[src/rtl/servo_pwm_multi_if.sv]
// Command/status bundle between control logic and the multi-channel servo pulse generator.
// i_* signals are driven by the master (control side), o_* by the slave (pulse generator).
interface servo_pwm_multi_if #(
   parameter int unsigned CHANNELS = 4,
   parameter int unsigned DUTY_W   = 8,
   parameter int unsigned SEL_W    = (CHANNELS > 1) ? $clog2(CHANNELS) : 1
);
   logic                i_en;
   logic                i_duty_we;
   logic [SEL_W-1:0]    i_duty_sel;
   logic [DUTY_W-1:0]   i_duty_wdata;
   logic [CHANNELS-1:0] i_ch_en;
   logic [CHANNELS-1:0] o_pwm_out;
   logic                o_frame_start;
   logic [CHANNELS-1:0] o_upd_pending;

   modport master (
      output i_en, i_duty_we, i_duty_sel, i_duty_wdata, i_ch_en,
      input  o_pwm_out, o_frame_start, o_upd_pending
   );

   modport slave (
      input  i_en, i_duty_we, i_duty_sel, i_duty_wdata, i_ch_en,
      output o_pwm_out, o_frame_start, o_upd_pending
   );
endinterface

[src/rtl/servo_pwm_multi.sv]
// Multi-channel servo pulse generator: one shared frame counter, double-buffered duty commands
// applied at frame boundaries, one MIN..MAX pulse per channel per frame.
module servo_pwm_multi #(
   parameter int unsigned CLK_HZ     = 25000000,
   parameter int unsigned FRAME_HZ   = 50,
   parameter int unsigned CHANNELS   = 4,
   parameter int unsigned DUTY_W     = 8,
   parameter int unsigned MIN_US     = 1000,
   parameter int unsigned MAX_US     = 2000,
   parameter int unsigned DUTY_RESET = 128
) (
   input  logic               clk,
   input  logic               rst_n,
   servo_pwm_multi_if.slave   bus
);

   localparam int unsigned FRAME_CLKS = CLK_HZ / FRAME_HZ;
   localparam int unsigned CLK_PER_US = CLK_HZ / 1000000;
   localparam int unsigned MIN_CLKS   = CLK_PER_US * MIN_US;
   localparam int unsigned MAX_CLKS   = CLK_PER_US * MAX_US;
   localparam int unsigned SPAN_CLKS  = MAX_CLKS - MIN_CLKS;
   localparam int unsigned CNT_W      = $clog2(FRAME_CLKS);
   localparam int unsigned PROD_W     = DUTY_W + $clog2(SPAN_CLKS + 1);
   localparam int unsigned SEL_W      = (CHANNELS > 1) ? $clog2(CHANNELS) : 1;

   if (!((MAX_CLKS > MIN_CLKS) && (MAX_CLKS < FRAME_CLKS))) begin : g_bad_cfg
      $error("servo_pwm_multi: require MIN_CLKS < MAX_CLKS < FRAME_CLKS");
   end

   typedef enum logic [0:0] {StIdle, StRun} state_e;

   state_e              r_state, w_state_d;
   logic [CNT_W-1:0]    r_cnt, w_cnt_d;
   logic [DUTY_W-1:0]   r_staged [CHANNELS];
   logic [DUTY_W-1:0]   r_active [CHANNELS];
   logic [DUTY_W-1:0]   w_act_duty_d [CHANNELS];
   logic [CHANNELS-1:0] r_act_en, w_act_en_d;
   logic [CHANNELS-1:0] r_pending, w_pend_d;
   logic [CHANNELS-1:0] r_pwm, w_pwm_d;
   logic                r_frame_start, w_frame_start_d;
   logic [PROD_W-1:0]   w_prod [CHANNELS];
   logic [CNT_W-1:0]    w_width [CHANNELS];
   logic                w_latch;
   logic                w_wr_hit;

   // Outputs are registered, so they are computed from the counter value one edge ahead:
   // the edge that latches the new frame's settings also raises frame_start and the pulses.
   assign w_latch  = (r_state == StRun) && bus.i_en && (r_cnt == '0);
   assign w_wr_hit = bus.i_duty_we && (32'(bus.i_duty_sel) < CHANNELS);

   always_ff @(posedge clk or negedge rst_n) begin
      if (!rst_n) begin
         r_state <= StIdle;
      end else begin
         r_state <= w_state_d;
      end
   end

   always_comb begin
      w_state_d = r_state;
      unique case (r_state)
         StIdle:  if (bus.i_en)  w_state_d = StRun;
         StRun:   if (!bus.i_en) w_state_d = StIdle;
         default: w_state_d = StIdle;
      endcase
   end

   always_comb begin
      w_frame_start_d = w_latch;
      for (int i = 0; i < CHANNELS; i++) begin
         w_pwm_d[i] = (r_state == StRun) && (w_state_d == StRun) && w_act_en_d[i] &&
                      (r_cnt < w_width[i]);
      end
   end

   always_comb begin
      w_cnt_d = '0;
      if ((r_state == StRun) && (w_state_d == StRun)) begin
         w_cnt_d = (r_cnt == CNT_W'(FRAME_CLKS - 1)) ? '0 : r_cnt + CNT_W'(1);
      end
   end

   always_comb begin
      w_act_duty_d = r_active;
      w_act_en_d   = r_act_en;
      if (w_latch) begin
         w_act_duty_d = r_staged;
         w_act_en_d   = bus.i_ch_en;
      end
      for (int i = 0; i < CHANNELS; i++) begin
         w_prod[i]  = PROD_W'(w_act_duty_d[i]) * PROD_W'(SPAN_CLKS);
         w_width[i] = CNT_W'(MIN_CLKS) + CNT_W'(w_prod[i] >> DUTY_W);
      end
   end

   // A write on the latching edge keeps its pending flag: it targets the following frame.
   always_comb begin
      w_pend_d = w_latch ? '0 : r_pending;
      for (int i = 0; i < CHANNELS; i++) begin
         if (w_wr_hit && (bus.i_duty_sel == SEL_W'(i))) w_pend_d[i] = 1'b1;
      end
   end

   always_ff @(posedge clk or negedge rst_n) begin
      if (!rst_n) begin
         r_cnt         <= '0;
         r_act_en      <= '0;
         r_pending     <= '0;
         r_pwm         <= '0;
         r_frame_start <= 1'b0;
         for (int i = 0; i < CHANNELS; i++) begin
            r_staged[i] <= DUTY_W'(DUTY_RESET);
            r_active[i] <= DUTY_W'(DUTY_RESET);
         end
      end else begin
         r_cnt         <= w_cnt_d;
         r_act_en      <= w_act_en_d;
         r_pending     <= w_pend_d;
         r_pwm         <= w_pwm_d;
         r_frame_start <= w_frame_start_d;
         r_active      <= w_act_duty_d;
         for (int i = 0; i < CHANNELS; i++) begin
            if (w_wr_hit && (bus.i_duty_sel == SEL_W'(i))) r_staged[i] <= bus.i_duty_wdata;
         end
      end
   end

   assign bus.o_pwm_out     = r_pwm;
   assign bus.o_frame_start = r_frame_start;
   assign bus.o_upd_pending = r_pending;

endmodule

[src/flat_wrapper.sv]
// flat-port wrapper written by rule: the top's interface ports become plain ports
module servo_pwm_multi_flat 
#(
   parameter int unsigned CLK_HZ     = 25000000,
   parameter int unsigned FRAME_HZ   = 50,
   parameter int unsigned CHANNELS   = 4,
   parameter int unsigned DUTY_W     = 8,
   parameter int unsigned MIN_US     = 1000,
   parameter int unsigned MAX_US     = 2000,
   parameter int unsigned DUTY_RESET = 128
)
  (clk, rst_n, bus_i_en, bus_i_duty_we, bus_i_duty_sel, bus_i_duty_wdata, bus_i_ch_en, bus_o_pwm_out, bus_o_frame_start, bus_o_upd_pending);
  servo_pwm_multi_if #(.CHANNELS(CHANNELS), .DUTY_W(DUTY_W)) bus_i ();
  input  logic clk;
  input  logic rst_n;
  input wire logic [$bits(bus_i.i_en)-1:0] bus_i_en;
  input wire logic [$bits(bus_i.i_duty_we)-1:0] bus_i_duty_we;
  input wire logic [$bits(bus_i.i_duty_sel)-1:0] bus_i_duty_sel;
  input wire logic [$bits(bus_i.i_duty_wdata)-1:0] bus_i_duty_wdata;
  input wire logic [$bits(bus_i.i_ch_en)-1:0] bus_i_ch_en;
  output wire logic [$bits(bus_i.o_pwm_out)-1:0] bus_o_pwm_out;
  output wire logic [$bits(bus_i.o_frame_start)-1:0] bus_o_frame_start;
  output wire logic [$bits(bus_i.o_upd_pending)-1:0] bus_o_upd_pending;
  assign bus_i.i_en = bus_i_en;
  assign bus_i.i_duty_we = bus_i_duty_we;
  assign bus_i.i_duty_sel = bus_i_duty_sel;
  assign bus_i.i_duty_wdata = bus_i_duty_wdata;
  assign bus_i.i_ch_en = bus_i_ch_en;
  assign bus_o_pwm_out = bus_i.o_pwm_out;
  assign bus_o_frame_start = bus_i.o_frame_start;
  assign bus_o_upd_pending = bus_i.o_upd_pending;
  servo_pwm_multi #(.CLK_HZ(CLK_HZ), .FRAME_HZ(FRAME_HZ), .CHANNELS(CHANNELS), .DUTY_W(DUTY_W), .MIN_US(MIN_US), .MAX_US(MAX_US), .DUTY_RESET(DUTY_RESET)) u_core (.clk(clk), .rst_n(rst_n), .bus(bus_i));
endmodule
[config.mk]
export PLATFORM = sky130hd
export DESIGN_NAME = servo_pwm_multi_flat
export DESIGN_NICKNAME = d
export VERILOG_FILES = /design/src/rtl/servo_pwm_multi_if.sv /design/src/rtl/servo_pwm_multi.sv /design/src/flat_wrapper.sv
export SDC_FILE = /design/constraint.sdc
export NUM_CORES = 1
export LEC_CHECK = 0
export CORE_ASPECT_RATIO = 0.9
export CORE_MARGIN = 3
export CORE_UTILIZATION = 50
export CTS_BUF_LIST = sky130_fd_sc_hd__clkbuf_2 sky130_fd_sc_hd__clkbuf_4 sky130_fd_sc_hd__clkbuf_8
export DETAILED_ROUTE_END_ITERATION = 8
export PLACE_DENSITY_LB_ADDON = 0.08
export SKIP_LAST_GASP = 1
export SLEW_MARGIN = 20
export SYNTH_ARGS = -nofsm -noshare
export SYNTH_HDL_FRONTEND = slang
export SYNTH_SLANG_ARGS = --single-unit
[constraint.sdc]
create_clock -name clk -period 21.5 [get_ports clk]
set_input_delay 4.3 -clock clk [delete_from_list [all_inputs] [get_ports clk]]
set_output_delay 4.3 -clock clk [all_outputs]
set_load 0.01 [all_outputs]
==> flow_summary.ini, run 1 <==
[status]
run_status = complete, no violations

[timing]
finalWorstPathRequiredPeriod_ns = 11.56
finalHoldViolations = 0
max_freq_ghz = 0.0865
drv_slew = 0
rsz0062_at_grt = no
finalSetupTns_ns = 0
fin_worst_skew_ns = 0.0175
layout_worst_path_cycle_share_pct = 53.7
worst-slew-pin-transition_ns = 0.821
relSlewSlack_pct = 44.5
report.final.setup_viol = 0

[route]
drtPass1Iterations = 5
wl_um = 28400
vias = 9342
drt_iter0_markers = 578
drt-wirelength-per-cell_um = 17.3
avgViaCountPerCell = 5.71
drtAntennaViolNets = 0
post-route-drc-count = 0

[clocking]
clock_tree_sinks = 97
postCtsSetupRepairBufs = 0
cts_htree_levels = 3
clk_pin_slew_worst_paths_ns = 0.10
ctsHoldBuffers = 0
cts-resized-gates = 0
clock_buffer_count_from_cts = 9
cts_tree = yes
worst_skew_late_latency_ns = 0.39
cts-root-buf = clkbuf_8
cts-root-to-sink-buffers = 2

[synthesis]
synth_top_area_share_pct = 26.6
syn-num-nets = 1624
synthCells = 1305
synth_compound_area_share_pct = 14.0
mappedNetlistArea_um2 = 12100
synth_simple_gate_area_share_pct = 16.5
yosysWarningCount = 0
synth_cell_types = 79
synthTopCellsByArea = ha_1 (27%), dfrtp_1 (18%), fa_1 (7.3%), nand2_1 (4.1%), xor2_1 (4.0%)
synth-xor-area-share_pct = 7.68
post_synth_adder_cell_area_pct = 33.9
synth.yosys.seq_area_share_pct = 20.2
synthesis.area_per_instance_um2 = 9.26
synth_flop_cell = dfrtp_1
ys_seq_elements = 97
largest_family_of_logic_cells_by_synthesized_area = adder cells
number_of_synthesized_flops_with_an_enable_pin = 0
synth.area.mux_share_pct = 4.31
synth_largest_area_cell = ha_1
synth-async-reset-ratio_pct = 100

[die]
floorplan.core_area_um2 = 23500
placementRows = 53
start_util_pct = 51.3
die_height_um = 153
num_io_pins = 27
die_area_um2 = 26100
die_x_um = 170

[worst_setup_path]
ff2ff_setup_slack_ns = 13.19
critical_path.max_stage_delay_ns = 0.69
worstSetupPathType = in -> reg
cp_data_required_time_ns = 21.81
critPathArrivalTime_ns = 11.86
worstSetupStartpointType = primary input
timing.critical_path.fanout_max = 44
worstSetupEndpointType = flip-flop
critical_path.slowest_cell = o41ai_1
crit_top_cell = ha_1

[global_routing]
grt_first_pass_wirelength_um = 47400
largest_net_degree_at_the_start_of_global_routing = 66
global_route.overflow_total = 0
grtUsageTotal_pct = 22.4
antenna_found_initial = 0
first_global_vias = 9197

[hold_path]
hold_path_class = reg -> reg

[placement]
dp_hpwl_um = 22600
place.gp.congestion = 0.840
port_buffers = 26

[final_layout]
most_frequent_standard_cell_in_the_layout_excluding_fill_and_tap_cells = ha_1
finalNetCount = 1649
layout.cells.most_common_list = ha_1 (257), nand2_1 (133), inv_1 (93), dfrtp_1 (89), nor2_1 (77)
drive_above_1_share_pct = 6.67
layout-area-overhead-vs-synth_pct = 6.67
final_core_util_pct = 54.7
diodes = 0

[flow_run]
drv_cap = 0
[synthesized netlist by cell type (5+ instances only)]
cell type / number
ha_1: 257
nand2_1: 133
inv_1: 93
dfrtp_1: 89
nor2_1: 78
a21oi_1: 58
xor2_1: 55
xnor2_1: 51
o21ai_0: 48
fa_1: 44
nand3_1: 33
mux2_2: 32
o21a_1: 31
a21o_1: 24
nor3_1: 24
mux2i_1: 16
nand2b_1: 16
and2_1: 15
clkbuf_1: 15
nor2b_1: 15
and3_1: 11
nand4_1: 11
nor4_1: 11
a31oi_1: 10
or3_1: 10
a211oi_1: 8
dfstp_2: 8
o21ai_1: 7
o31a_1: 6
o211a_1: 5
o31ai_1: 5
[worst paths after layout]
kind	startpoint	endpoint	cells after the start
worst max-delay path	bus_i_en	u_core.bus.o_pwm_out[0]	30
worst min-delay path	u_core.r_act_en[0]	u_core.r_act_en[0]	2
worst max register to register	u_core.r_cnt[10]	u_core.bus.o_pwm_out[0]	28
worst min register to register	u_core.r_act_en[0]	u_core.r_act_en[0]	2
max in group asynchronous	rst_n	u_core.r_staged[10]	2
min in group asynchronous	rst_n	u_core.r_cnt[15]	1
[cell type report]
class	count	area, um^2
clock buffers	9	124
clock inverters	7	75.1
fillers	2152	10700
inverters	93	349
multi-input cells	1099	9240
flip-flops and latches	97	2440
well taps	302	378
repair buffers	30	288
[metal layers]
metal	share of wire [%]	global-route usage [%]	up-vias
met2	44	35.2	144
met4	0.85	3.12	0
met1	51	33.6	4458
met3	3.7	3.15	18
met5	0	0	-
li1	-	-	4722
[registers in the layout, summed over array words and instances (netlist names)]
| signal | flops |
|---|---|
| u_core.r_active | 32 |
| u_core.r_staged | 32 |
| u_core.r_state | 1 |
| u_core.bus.o_upd_pending | 4 |
| u_core.r_act_en | 4 |
| u_core.bus.o_frame_start | 1 |
| u_core.r_cnt | 19 |
| u_core.bus.o_pwm_out | 4 |
[critical path: cells and delay by family]
kind / cells / cell delay, ns
compound gates: 11 / 2.62
fa+ha+maj: 6 / 2.24
simple gates: 9 / 1.89
buf+inv: 3 / 0.63
xor+xnor: 1 / 0.15
[kinds of logic after synthesis]
group	Yosys count
AOI/OAI and AO/OA	251
xor gates and xnor gates	106
adders and majority gates	301
buffers and inverters	109
DFF	97
muxes	48
and+or+nand+nor	393
[through the flow]
stage                     hold slack, ns  cells  setup WS [ns]  cell area, um^2
after floorplan                    0.434   1305          10.36            12100
after global placement             0.454   1621           9.78            12700
after detailed placement           0.456   1621           9.61            12700
after CTS                          0.485   1637          10.01            12900
after global routing               0.506   1637           9.30            12900
final                              0.486   1637           9.94            12900
Power of run 1 is left out: the tool's default activity adds up to more than one toggle a clock period on the data nets, which glitch-free logic cannot reach.
==> run 2: changes to the inputs <==
Clock period 21.5 ns to 10.3 ns, I/O delays scaled along.
==> flow_summary.ini, run 2 (same netlist as run 1, synthesis figures left out) <==
[final_layout]
layout-area-overhead-vs-synth_pct = 6.75
drive_above_1_share_pct = 6.81
most_frequent_standard_cell_in_the_layout_excluding_fill_and_tap_cells = ha_1
layout.cells.most_common_list = ha_1 (257), nand2_1 (133), inv_1 (93), dfrtp_1 (89), nor2_1 (77)
finalNetCount = 1651
diodes = 0
final-instance-count-excl-fill = 1639
largest_registers = u_core.r_active (32), u_core.r_staged (32), u_core.r_cnt (19)
fill_cells = 2187

[route]
drt_iter0_markers = 502
drtAntennaViolNets = 0
avgViaCountPerCell = 5.66
drtPass1Iterations = 5
wl_um = 28000
post-route-drc-count = 0
vias = 9277
drt-wirelength-per-cell_um = 17.1

[worst_setup_path]
crit_top_cell = ha_1
timing.rr.end = u_core.bus.o_pwm_out[0]
worstSetupPathType = in -> reg
cp_data_required_time_ns = 10.60
critPathArrivalTime_ns = 9.47
timing.critical_path.fanout_max = 17
critical_path.slowest_cell = o41ai_1
ff2ff_setup_slack_ns = 1.96
reg2reg_depth = 28
worstSetupStartpointType = primary input
worstSetupEndpointType = flip-flop
r2r-start = u_core.r_cnt[11]
critical_path.max_stage_delay_ns = 0.65

[clocking]
ctsHoldBuffers = 0
clock_tree_sinks = 97
clock_buffer_count_from_cts = 9
cts_htree_levels = 3
cts-root-to-sink-buffers = 2
cts_tree = yes
worst_skew_late_latency_ns = 0.37
cts-resized-gates = 0
postCtsSetupRepairBufs = 0
clk_pin_slew_worst_paths_ns = 0.10
cts-root-buf = clkbuf_8

[die]
start_util_pct = 51.3
floorplan.core_area_um2 = 23500
die_x_um = 170
die_height_um = 153
placementRows = 53
num_io_pins = 27
die_area_um2 = 26100

[global_routing]
antenna_found_initial = 0
gr-usage-met3_pct = 3.26
largest_net_degree_at_the_start_of_global_routing = 77
use_met1_pct = 34.1
grtUsageMet2_pct = 33.0
grtUsageTotal_pct = 21.9
global_route.overflow_total = 0
first_global_vias = 8794
grt_first_pass_wirelength_um = 46300
grt-busiest-layer = met1

[status]
run_status = complete, no violations

[hold_path]
hold_path_class = reg -> reg
timing.hold.worst_endpoint = u_core.r_act_en[2]
startpoint_of_the_lowest_slack_hold_path = u_core.r_act_en[2]
hold_path_cells = 2

[timing]
report.final.setup_viol = 0
fin_worst_skew_ns = 0.0107
layout_worst_path_cycle_share_pct = 89.1
drv_slew = 0
worst-slew-pin-transition_ns = 0.955
max_freq_ghz = 0.109
rsz0062_at_grt = no
finalHoldViolations = 0
finalWorstPathRequiredPeriod_ns = 9.18
relSlewSlack_pct = 36.3
finalSetupTns_ns = 0

[placement]
dp_hpwl_um = 22300
dp_cells = 1623
port_buffers = 26
place.gp.congestion = 0.873

[flow_run]
drv_cap = 0
==> run 2: cell count changes in the layout (fill, tap and decap cells not counted), sizes merged <==
cell / delta
inv: +2
clkinvlp: -1
buf: +2
clkinv: -1
==> run 2: area by class of cell <==
type	instances	area (um^2)	area share (%)
Multi-Input combinational cell	1099	9240	71.6
Tap cell	302	378	2.93
Timing Repair Buffer	32	303	2.35
Clock buffer	9	124	0.960
Clock inverter	7	70.1	0.543
Inverter	93	349	2.71
Sequential cell	97	2440	18.9
==> run 2: how the worst max path moves through the flow <==
| stage | cells after the start | to | slack [ns] | from |
|---|---|---|---|---|
| floorplan | 32 | u_core.bus.o_pwm_out[0] | 1.40 | bus_i_en |
| global placement | 30 | u_core.bus.o_pwm_out[0] | 1.06 | bus_i_en |
| detailed placement | 30 | u_core.bus.o_pwm_out[0] | 0.87 | bus_i_en |
| CTS | 30 | u_core.bus.o_pwm_out[0] | 1.22 | bus_i_en |
| global route | 30 | u_core.bus.o_pwm_out[0] | 0.55 | bus_i_en |
| finish | 30 | u_core.bus.o_pwm_out[0] | 1.12 | bus_i_en |
==> run 2: through the flow <==
stage               worst slack [ns]  hold WS, ns  utilization (%)  area (um^2)
floorplan                       1.40        0.434                -        12100
global placement                1.06        0.463             54.0        12700
detailed placement             0.866        0.464             54.0        12700
CTS                             1.22        0.496             54.8        12900
global route                   0.555        0.514             54.8        12900
finish                          1.12        0.494             54.8        12900
==> run 2: metal layers <==
layer	wire length, um	part of all wire [%]
met1	14800	53
met2	12000	43
met4	184	0.66
met3	1040	3.7
met5	0	0
==> run 2: worst max-delay path, delay by kind of cell <==
| family | cells | cell delay (ns) |
|---|---|---|
| simple gates | 9 | 1.76 |
| xor+xnor | 1 | 0.16 |
| fa+ha+maj | 6 | 2.24 |
| compound gates | 11 | 2.58 |
| buf+inv | 3 | 0.63 |
Power of run 2 is left out for the same reason.
==> run 3: changes to the inputs <==
Settings changed: CORE_UTILIZATION 50 to 56, REMOVE_ABC_BUFFERS from default to 1.
==> flow_summary.ini, run 3 (same netlist as run 1, synthesis figures left out) <==
[timing]
report.final.setup_viol = 0
finalWorstPathRequiredPeriod_ns = 9.18
fin_worst_skew_ns = 0.0173
layout_worst_path_cycle_share_pct = 89.2
rsz0062_at_grt = no
max_freq_ghz = 0.109
finalSetupTns_ns = 0
worst-slew-pin-transition_ns = 0.985
finalHoldViolations = 0
relSlewSlack_pct = 34.3
drv_slew = 0

[clocking]
clock_tree_sinks = 97
cts_tree = yes
ctsHoldBuffers = 0
cts_htree_levels = 3
clk_pin_slew_worst_paths_ns = 0.12
cts-root-to-sink-buffers = 2
cts-resized-gates = 0
clock_buffer_count_from_cts = 9
postCtsSetupRepairBufs = 0
worst_skew_late_latency_ns = 0.40
cts-root-buf = clkbuf_8

[worst_setup_path]
worstSetupEndpointType = flip-flop
critical_path.max_stage_delay_ns = 0.73
worstSetupStartpointType = primary input
crit_top_cell = ha_1
worstSetupPathType = in -> reg
cp_data_required_time_ns = 10.61
crit_buf_inv = 3
critPathArrivalTime_ns = 9.49
critical_path.slowest_cell = o41ai_1
cp_top_family = compound AO/OA/AOI/OAI gates
timing.critical_path.fanout_max = 25

[final_layout]
layout.cells.most_common_list = ha_1 (257), nand2_1 (133), inv_1 (93), dfrtp_1 (89), nor2_1 (77)
largest_registers = u_core.r_active (32), u_core.r_staged (32), u_core.r_cnt (19)
finalNetCount = 1650
diodes = 0
layout-area-overhead-vs-synth_pct = 6.65
fill_cells = 1899
most_frequent_standard_cell_in_the_layout_excluding_fill_and_tap_cells = ha_1
drive_above_1_share_pct = 6.74

[die]
floorplan.core_area_um2 = 21000
die_height_um = 145
die_x_um = 161
start_util_pct = 57.5
die_area_um2 = 23400
placementRows = 50
num_io_pins = 27

[global_routing]
global_route.overflow_total = 0
largest_net_degree_at_the_start_of_global_routing = 76
antenna_found_initial = 0
first_global_vias = 8955
grt_first_pass_wirelength_um = 45800
grtUsageTotal_pct = 24.2

[hold_path]
hold_path_class = reg -> reg

[route]
drtPass1Iterations = 5
avgViaCountPerCell = 5.82
post-route-drc-count = 0
drt_iter0_markers = 462
wl_um = 28000
drt-wirelength-per-cell_um = 17.3
vias = 9446
drtAntennaViolNets = 0

[status]
run_status = complete, no violations

[placement]
place.gp.congestion = 0.896
dp_hpwl_um = 22200
port_buffers = 26

[flow_run]
drv_cap = 0
run 3: changes by cell type in the layout (fill, tap and decap cells not counted), sizes merged:
cell / change
inv: -1
buf: -1
clkinvlp: +1
run 3: worst register-to-register path, delay by kind of cell, from the launching register on:
| kind | cells | cell delay [ns] |
|---|---|---|
| flip-flops | 1 | 0.68 |
| XOR/XNOR | 1 | 0.18 |
| adder cells (fa/ha/maj) | 5 | 1.93 |
| multiplexers | 1 | 0.44 |
| AO/OA/AOI/OAI | 11 | 2.67 |
| AND/OR/NAND/NOR | 7 | 2.03 |
| buffers and inverters | 3 | 0.29 |
run 3: final timing paths:
path | from | end | slack (ns) | cells after the start
worst max register to register | u_core.r_cnt[10] | u_core.bus.o_pwm_out[0] | 1.99 | 28
worst max-delay path | bus_i_en | u_core.bus.o_pwm_out[0] | 1.12 | 30
max in group asynchronous | rst_n | u_core.r_cnt[11] | 7.49 | 2
min in group asynchronous | rst_n | u_core.r_active[29] | 1.52 | 1
worst min register to register | u_core.bus.o_upd_pending[2] | u_core.bus.o_upd_pending[2] | 0.49 | 2
worst min-delay path | u_core.bus.o_upd_pending[2] | u_core.bus.o_upd_pending[2] | 0.49 | 2
run 3: area by class of cell:
type / count / area (um^2) / share of cell area [%]
inverter: 93 / 349 / 2.71
sequential: 97 / 2440 / 18.9
timing repair buffer: 31 / 295 / 2.29
clock buffer: 9 / 124 / 0.961
tap: 286 / 358 / 2.78
multi-input combinational: 1099 / 9240 / 71.7
clock inverter: 7 / 85.1 / 0.660
run 3: metal layers:
metal	vias up	GRT usage [%]	share of wire, %
met5	-	0	0
met4	0	8.60	3.2
met3	46	3.33	3.4
met2	144	38.0	45
met1	4523	34.3	48
li1	4733	-	-
run 3: per-stage QoR:
step / util (%) / cell area [um^2] / hold WS (ns) / std cells / worst slack [ns]
final: 61.3 / 12900 / 0.491 / 1622 / 1.12
after global routing: 61.3 / 12900 / 0.509 / 1622 / 0.507
after CTS: 61.3 / 12900 / 0.491 / 1622 / 1.16
after detailed placement: 60.3 / 12700 / 0.463 / 1606 / 0.803
after global placement: 60.3 / 12700 / 0.466 / 1606 / 1.04
after floorplan: - / 12000 / 0.434 / 1289 / 1.54
Power of run 3 is left out for the same reason.
